==> src/rtl/freq_meas_scheduler.sv <==
// Round-robin scheduler sharing one period detector across NUM_CH inputs; result valid 1 cycle after stable, held under m_ready backpressure.
// Define FREQ_SEQ_CONFIRM_EN to require 8 cycles of unchanged stable period before capture.
module freq_meas_scheduler #(
   parameter int NUM_CH         = 4,
   parameter int COUNTER_WIDTH  = 18,
   parameter int SETTLE_CYCLES  = 16,
   parameter int TIMEOUT_CYCLES = 2_000_000
) (
   input  logic                        clk,
   input  logic                        rst_n,
   input  logic                        enable,
   input  logic [NUM_CH-1:0]           ch_mask,
   input  logic [NUM_CH-1:0]           sig_in,
   output logic                        det_signal,
   output logic                        det_clr_n,
   input  logic [COUNTER_WIDTH-1:0]    det_period,
   input  logic                        det_stable,
   output logic                        m_valid,
   input  logic                        m_ready,
   output logic [$clog2(NUM_CH)-1:0]   m_ch,
   output logic [COUNTER_WIDTH-1:0]    m_period,
   output logic                        m_timeout
);

   localparam int CHW = $clog2(NUM_CH);
   localparam int SW  = $clog2(SETTLE_CYCLES);
   localparam int TW  = $clog2(TIMEOUT_CYCLES);

   typedef enum logic [2:0] {
      IDLE,
      SELECT,
      CLEAR,
      WAIT,
      OUTPUT
   } state_t;

   state_t                   state_q, state_d;
   logic [CHW-1:0]           cur_ch_q, cur_ch_d;
   logic [SW-1:0]            settle_q, settle_d;
   logic [TW-1:0]            to_cnt_q, to_cnt_d;
   logic [CHW-1:0]           m_ch_q, m_ch_d;
   logic [COUNTER_WIDTH-1:0] m_period_q, m_period_d;
   logic                     m_timeout_q, m_timeout_d;
   logic                     det_signal_q;

   logic                     pick_found;
   logic [CHW-1:0]           pick_ch;
   logic                     capture_ok;

   // Scan downwards so the last hit is the nearest set bit after cur_ch (i = NUM_CH is cur_ch itself).
   always_comb begin
      pick_found = 1'b0;
      pick_ch    = cur_ch_q;
      for (int i = NUM_CH; i >= 1; i--) begin
         if (ch_mask[CHW'((int'(cur_ch_q) + i) % NUM_CH)]) begin
            pick_found = 1'b1;
            pick_ch    = CHW'((int'(cur_ch_q) + i) % NUM_CH);
         end
      end
   end

`ifdef FREQ_SEQ_CONFIRM_EN
   logic [3:0]               conf_cnt_q, conf_cnt_d;
   logic [COUNTER_WIDTH-1:0] conf_per_q, conf_per_d;
   logic                     conf_same;

   always_comb begin
      conf_cnt_d = '0;
      conf_per_d = conf_per_q;
      conf_same  = (conf_cnt_q == 4'd0) || (det_period == conf_per_q);
      capture_ok = 1'b0;
      if (state_q == WAIT) begin
         if (!det_stable) begin
            conf_cnt_d = '0;
         end else if (!conf_same) begin
            conf_cnt_d = 4'd1;
            conf_per_d = det_period;
         end else begin
            conf_per_d = det_period;
            conf_cnt_d = (conf_cnt_q == 4'd8) ? conf_cnt_q : conf_cnt_q + 4'd1;
            capture_ok = (conf_cnt_q == 4'd8);
         end
      end
   end

   always_ff @(posedge clk or negedge rst_n) begin
      if (!rst_n) begin
         conf_cnt_q <= '0;
         conf_per_q <= '0;
      end else begin
         conf_cnt_q <= conf_cnt_d;
         conf_per_q <= conf_per_d;
      end
   end
`else
   assign capture_ok = det_stable;
`endif

   always_comb begin
      state_d     = state_q;
      cur_ch_d    = cur_ch_q;
      settle_d    = settle_q;
      to_cnt_d    = to_cnt_q;
      m_ch_d      = m_ch_q;
      m_period_d  = m_period_q;
      m_timeout_d = m_timeout_q;
      det_clr_n   = 1'b0;
      m_valid     = 1'b0;

      case (state_q)
         IDLE: begin
            if (enable && (|ch_mask)) state_d = SELECT;
         end
         SELECT: begin
            if (!enable || !pick_found) begin
               state_d = IDLE;
            end else begin
               cur_ch_d = pick_ch;
               settle_d = '0;
               state_d  = CLEAR;
            end
         end
         CLEAR: begin
            if (!enable) begin
               state_d = IDLE;
            end else if (settle_q == SW'(SETTLE_CYCLES - 1)) begin
               to_cnt_d = '0;
               state_d  = WAIT;
            end else begin
               settle_d = settle_q + 1'b1;
            end
         end
         WAIT: begin
            det_clr_n = 1'b1;
            if (!enable) begin
               state_d = IDLE;
            end else if (capture_ok) begin
               m_ch_d      = cur_ch_q;
               m_period_d  = det_period;
               m_timeout_d = 1'b0;
               state_d     = OUTPUT;
            end else if (to_cnt_q == TW'(TIMEOUT_CYCLES - 1)) begin
               m_ch_d      = cur_ch_q;
               m_period_d  = '0;
               m_timeout_d = 1'b1;
               state_d     = OUTPUT;
            end else begin
               to_cnt_d = to_cnt_q + 1'b1;
            end
         end
         OUTPUT: begin
            m_valid = 1'b1;
            if (m_ready) state_d = enable ? SELECT : IDLE;
         end
         default: state_d = IDLE;
      endcase
   end

   always_ff @(posedge clk or negedge rst_n) begin
      if (!rst_n) begin
         state_q      <= IDLE;
         cur_ch_q     <= CHW'(NUM_CH - 1);
         settle_q     <= '0;
         to_cnt_q     <= '0;
         m_ch_q       <= '0;
         m_period_q   <= '0;
         m_timeout_q  <= 1'b0;
         det_signal_q <= 1'b0;
      end else begin
         state_q      <= state_d;
         cur_ch_q     <= cur_ch_d;
         settle_q     <= settle_d;
         to_cnt_q     <= to_cnt_d;
         m_ch_q       <= m_ch_d;
         m_period_q   <= m_period_d;
         m_timeout_q  <= m_timeout_d;
         det_signal_q <= sig_in[cur_ch_q];
      end
   end

   assign det_signal = det_signal_q;
   assign m_ch       = m_ch_q;
   assign m_period   = m_period_q;
   assign m_timeout  = m_timeout_q;

endmodule

==> config.mk <==
export PLATFORM = sky130hd
export DESIGN_NAME = freq_meas_scheduler
export DESIGN_NICKNAME = d
export VERILOG_FILES = /design/src/rtl/freq_meas_scheduler.sv
export SDC_FILE = /design/constraint.sdc
export NUM_CORES = 1
export LEC_CHECK = 0
export CAP_MARGIN = 15
export CORE_MARGIN = 2
export CORE_UTILIZATION = 51
export CTS_CLUSTER_DIAMETER = 80
export DETAILED_ROUTE_END_ITERATION = 12
export MAX_ROUTING_LAYER = met4
export PLACE_DENSITY_LB_ADDON = 0.15
export SYNTH_ARGS = -nofsm -noshare
export SYNTH_HDL_FRONTEND = slang
export SYNTH_SLANG_ARGS = --single-unit
==> constraint.sdc <==
create_clock -name clk -period 2.4 [get_ports clk]
set_clock_uncertainty 0.05 [all_clocks]
set_input_delay 0.72 -clock clk [delete_from_list [all_inputs] [get_ports clk]]
set_output_delay 0.72 -clock clk [all_outputs]
set_load 0.05 [all_outputs]
==> results.tsv <==
stage	metric	value	unit
run_status	status	complete, no violations	
synth	synth_top_area_share	48.2	%
finish	drive_above_1_share	18.0	%
place	place_hpwl	4.27	mm
timing	fin_crit_sh	94.7	%
synth	synth_ff_type	dfrtp_1	
synth	syn-instance-count	251	
worst_setup_path	cp-end-kind	register	
clock_tree	clkTransAtPathRegs	90	ps
worst_setup_path	critPathMaxFanout	30	
synth	synth_cell_types	53	
synth	synth_edf_count	0	
worst_setup_path	critPathKind	register to register	
route	drcViolationCount	0	
grt	grt_remaining_overflow	0	
finish	regArea	1300	µm²
worst_setup_path	reg2regPathDepth	7	
die	initial_core_util	53.9	%
die	num_rows	25	
place	gp_congestion	0.873	
grt	grt_max_degree	31	
power_and_ir_drop	p_leak	1.62	nW
job	max_cap_violations	0	
power_and_ir_drop	cellPowerDensity	991	nW/µm²
synth	yosysTopAreaCell	dfrtp_1	
clock_tree	cts_tree	done	
die	ios	55	
place	placed_area	3470	µm²
clock_tree	cts_buffers	5	
synth	avgSynthCellArea	10.3	µm²
timing	whs	281	ps
worst_setup_path	crit_path_start_kind	register	
finish	synthToLayoutAreaGrowth	37.6	%
grt	antenna_found_initial	0	
timing	max-slew-margin-rel	59.4	%
die	die_area	5680	µm²
die	core	4820	µm²
worst_setup_path	setup.worst_path.end	to_cnt_q[3]	
route	wl	5.79	mm
synth	synth_fp_nets	284	
timing	max_freq	440	MHz
worst_setup_path	r2r_end	to_cnt_q[3]	
synth	ys.warnings.count	0	
finish	final_nets	365	
min_path	hp-class	input pin to asynchronous set/reset pin	
timing	post-route-min-period	2270	ps
timing	timing.final.hold_violations	0	
finish	multiInputGateArea	1220	µm²
finish	final_area	3570	µm²
clock_tree	cts.sinks	52	
synth	syn_area	2600	µm²
finish	fillers	354	
synth	synth_common_cells	50 x dfrtp_1, 24 x a22o_1, 24 x nor2_1	
route	detail_route.wl_per_cell	14.5	µm
worst_setup_path	crit_path_start	to_cnt_q[16]	
grt	grt_pass1_vias	2070	
synth	post-synth-top-count-cell	dfrtp_1	
worst_setup_path	crit_required	2550	ps
clock_tree	clock_tree.buffer_depth	2	
timing	slew_violations	0	
place	io_buffers	54	
worst_setup_path	ff2ff_setup_slack	130	ps
timing	tightest_slew	604	ps
power_and_ir_drop	ir_worst_vdd	0.763	mV
clock_tree	htree_levels	2	
route	viasPerCell	5.59	
route	dr.pass1.iters	4	
route	route.vias.total	2237	
timing	setup-violations-final	0	
die	die_w	75.4	µm
route	drt-initial-drc-count	147	
grt	grt_usage	23.1	%
worst_setup_path	rr_startpoint	to_cnt_q[16]	
synth	ys_ff_latch	52	
timing	rsz0062_at_grt	no	
finish	num_antenna_cells	0	
worst_setup_path	arrival	2420	ps
route	antenna_left	0	
synth	ys_seq_area_share	50.2	%
die	die_h	75.4	µm
synth	synthArstFlopShare	100	%
clock_tree	cts-root-buf	clkbuf_8	
clock_tree	clk_latency	310	ps
place	dp_cells	392	
synth	netlist_top_cells_area	dfrtp_1 48%, a22o_1 8.1%, nor2_1 3.5%, a221o_1 2.7%, and3_1 2.6%	
grt	grt_pass1_wl	9.72	mm
finish	finalNonFillerCells	400	
state kept, by name, indices dropped and copies added, names as in the netlist:
signal	flops
m_period	18
cur_ch_q	2
to_cnt_q	21
det_signal	1
settle_q	4
m_timeout	1
m_ch	2
state_q	3
through the flow:
stage	setup WS (ps)	TNS (ps)	util, %	power, mW
after floorplan	189	0	-	2.41
after global placement	-235	-2780	72.1	3.01
after detailed placement	-256	-3930	72.1	3.04
after CTS	22.9	0	73.9	3.57
after global routing	28.9	0	74.2	3.76
final	127	0	74.2	3.54
metal layers:
layer	vias to the layer above	global-route usage, %	part of all wire [%]	wire, µm
met1	1073	32.7	47	2720
met4	0	5.85	0.43	25
met3	4	5.03	4.7	272
li1	1115	-	-	-
met2	45	34.2	48	2760
met5	-	-	0	0
repair_timing:
item                                    CTS  global route
hold buffers                              0             0
buffers inserted                          0             0
gates resized for setup                   0             3
endpoints found under the setup margin    0             7
power breakdown:
| group | leakage, nW | switching [mW] | internal, mW | total [mW] |
|---|---|---|---|---|
| clock network | 0.0455 | 0.276 | 0.236 | 0.512 |
| logic | 0.886 | 0.995 | 0.713 | 1.71 |
| registers | 0.690 | 0.195 | 1.13 | 1.32 |
cells by family (layout without fill, tap and decap cells):
group                    Yosys count  after routing  share of synthesized area, %
AND/OR/NAND/NOR                   87             87                          18.2
adder cells (fa/ha/maj)            2              2                         0.963
flip-flops                        52             52                          50.2
XOR/XNOR                           4              4                          1.35
AO/OA/AOI/OAI                     75             75                          22.0
buffers and inverters             23            105                          3.61
multiplexers                       8              8                          3.76
layout by cell type, fill, tap and decap left out, types with 2 or more instances in the layout:
master	instances
dfrtp_1	50
o41ai_1	2
clkbuf_1	2
nor4_1	2
buf_4	30
a221o_1	7
a31oi_1	10
a21oi_1	8
mux2i_1	3
nor2b_1	3
nor3_1	2
inv_1	10
or3_1	3
dfstp_2	2
nand2_1	15
nor2_1	24
clkbuf_8	6
a211oi_1	2
nand4_1	5
xnor2_1	3
or4_4	2
clkdlybuf4s50_1	51
a22o_1	24
mux2_2	3
o21ai_0	10
ha_1	2
and3_1	11
buf_12	5
nand3_1	9
critical path, cell delays in order, from the launching register on:
cell	delay, ps
dfrtp_1	390
or4_4	560
nor4_4	260
buf_4	160
a211oi_2	70
buf_12	190
and3_2	190
a221o_2	280
worst min path at each step:
stage	from	endpoint	slack, ps	cells past startpoint
final	rst_n	to_cnt_q[9]	280	1
after floorplan	rst_n	det_signal	370	0
after detailed placement	m_timeout	m_timeout	440	2
after global routing	rst_n	to_cnt_q[9]	310	1
after CTS	rst_n	to_cnt_q[9]	290	1
after global placement	m_ch[0]	m_ch[0]	430	1
area by class of cell:
class                   count  share of cell area, %
clock buffers               8                   2.52
multi-input cells         176                   34.1
well taps                  67                   2.35
flip-flops and latches     52                   36.5
repair buffers             87                   23.5
inverters                  10                   1.05
No activity file was read; power rests on OpenSTA's default activity.
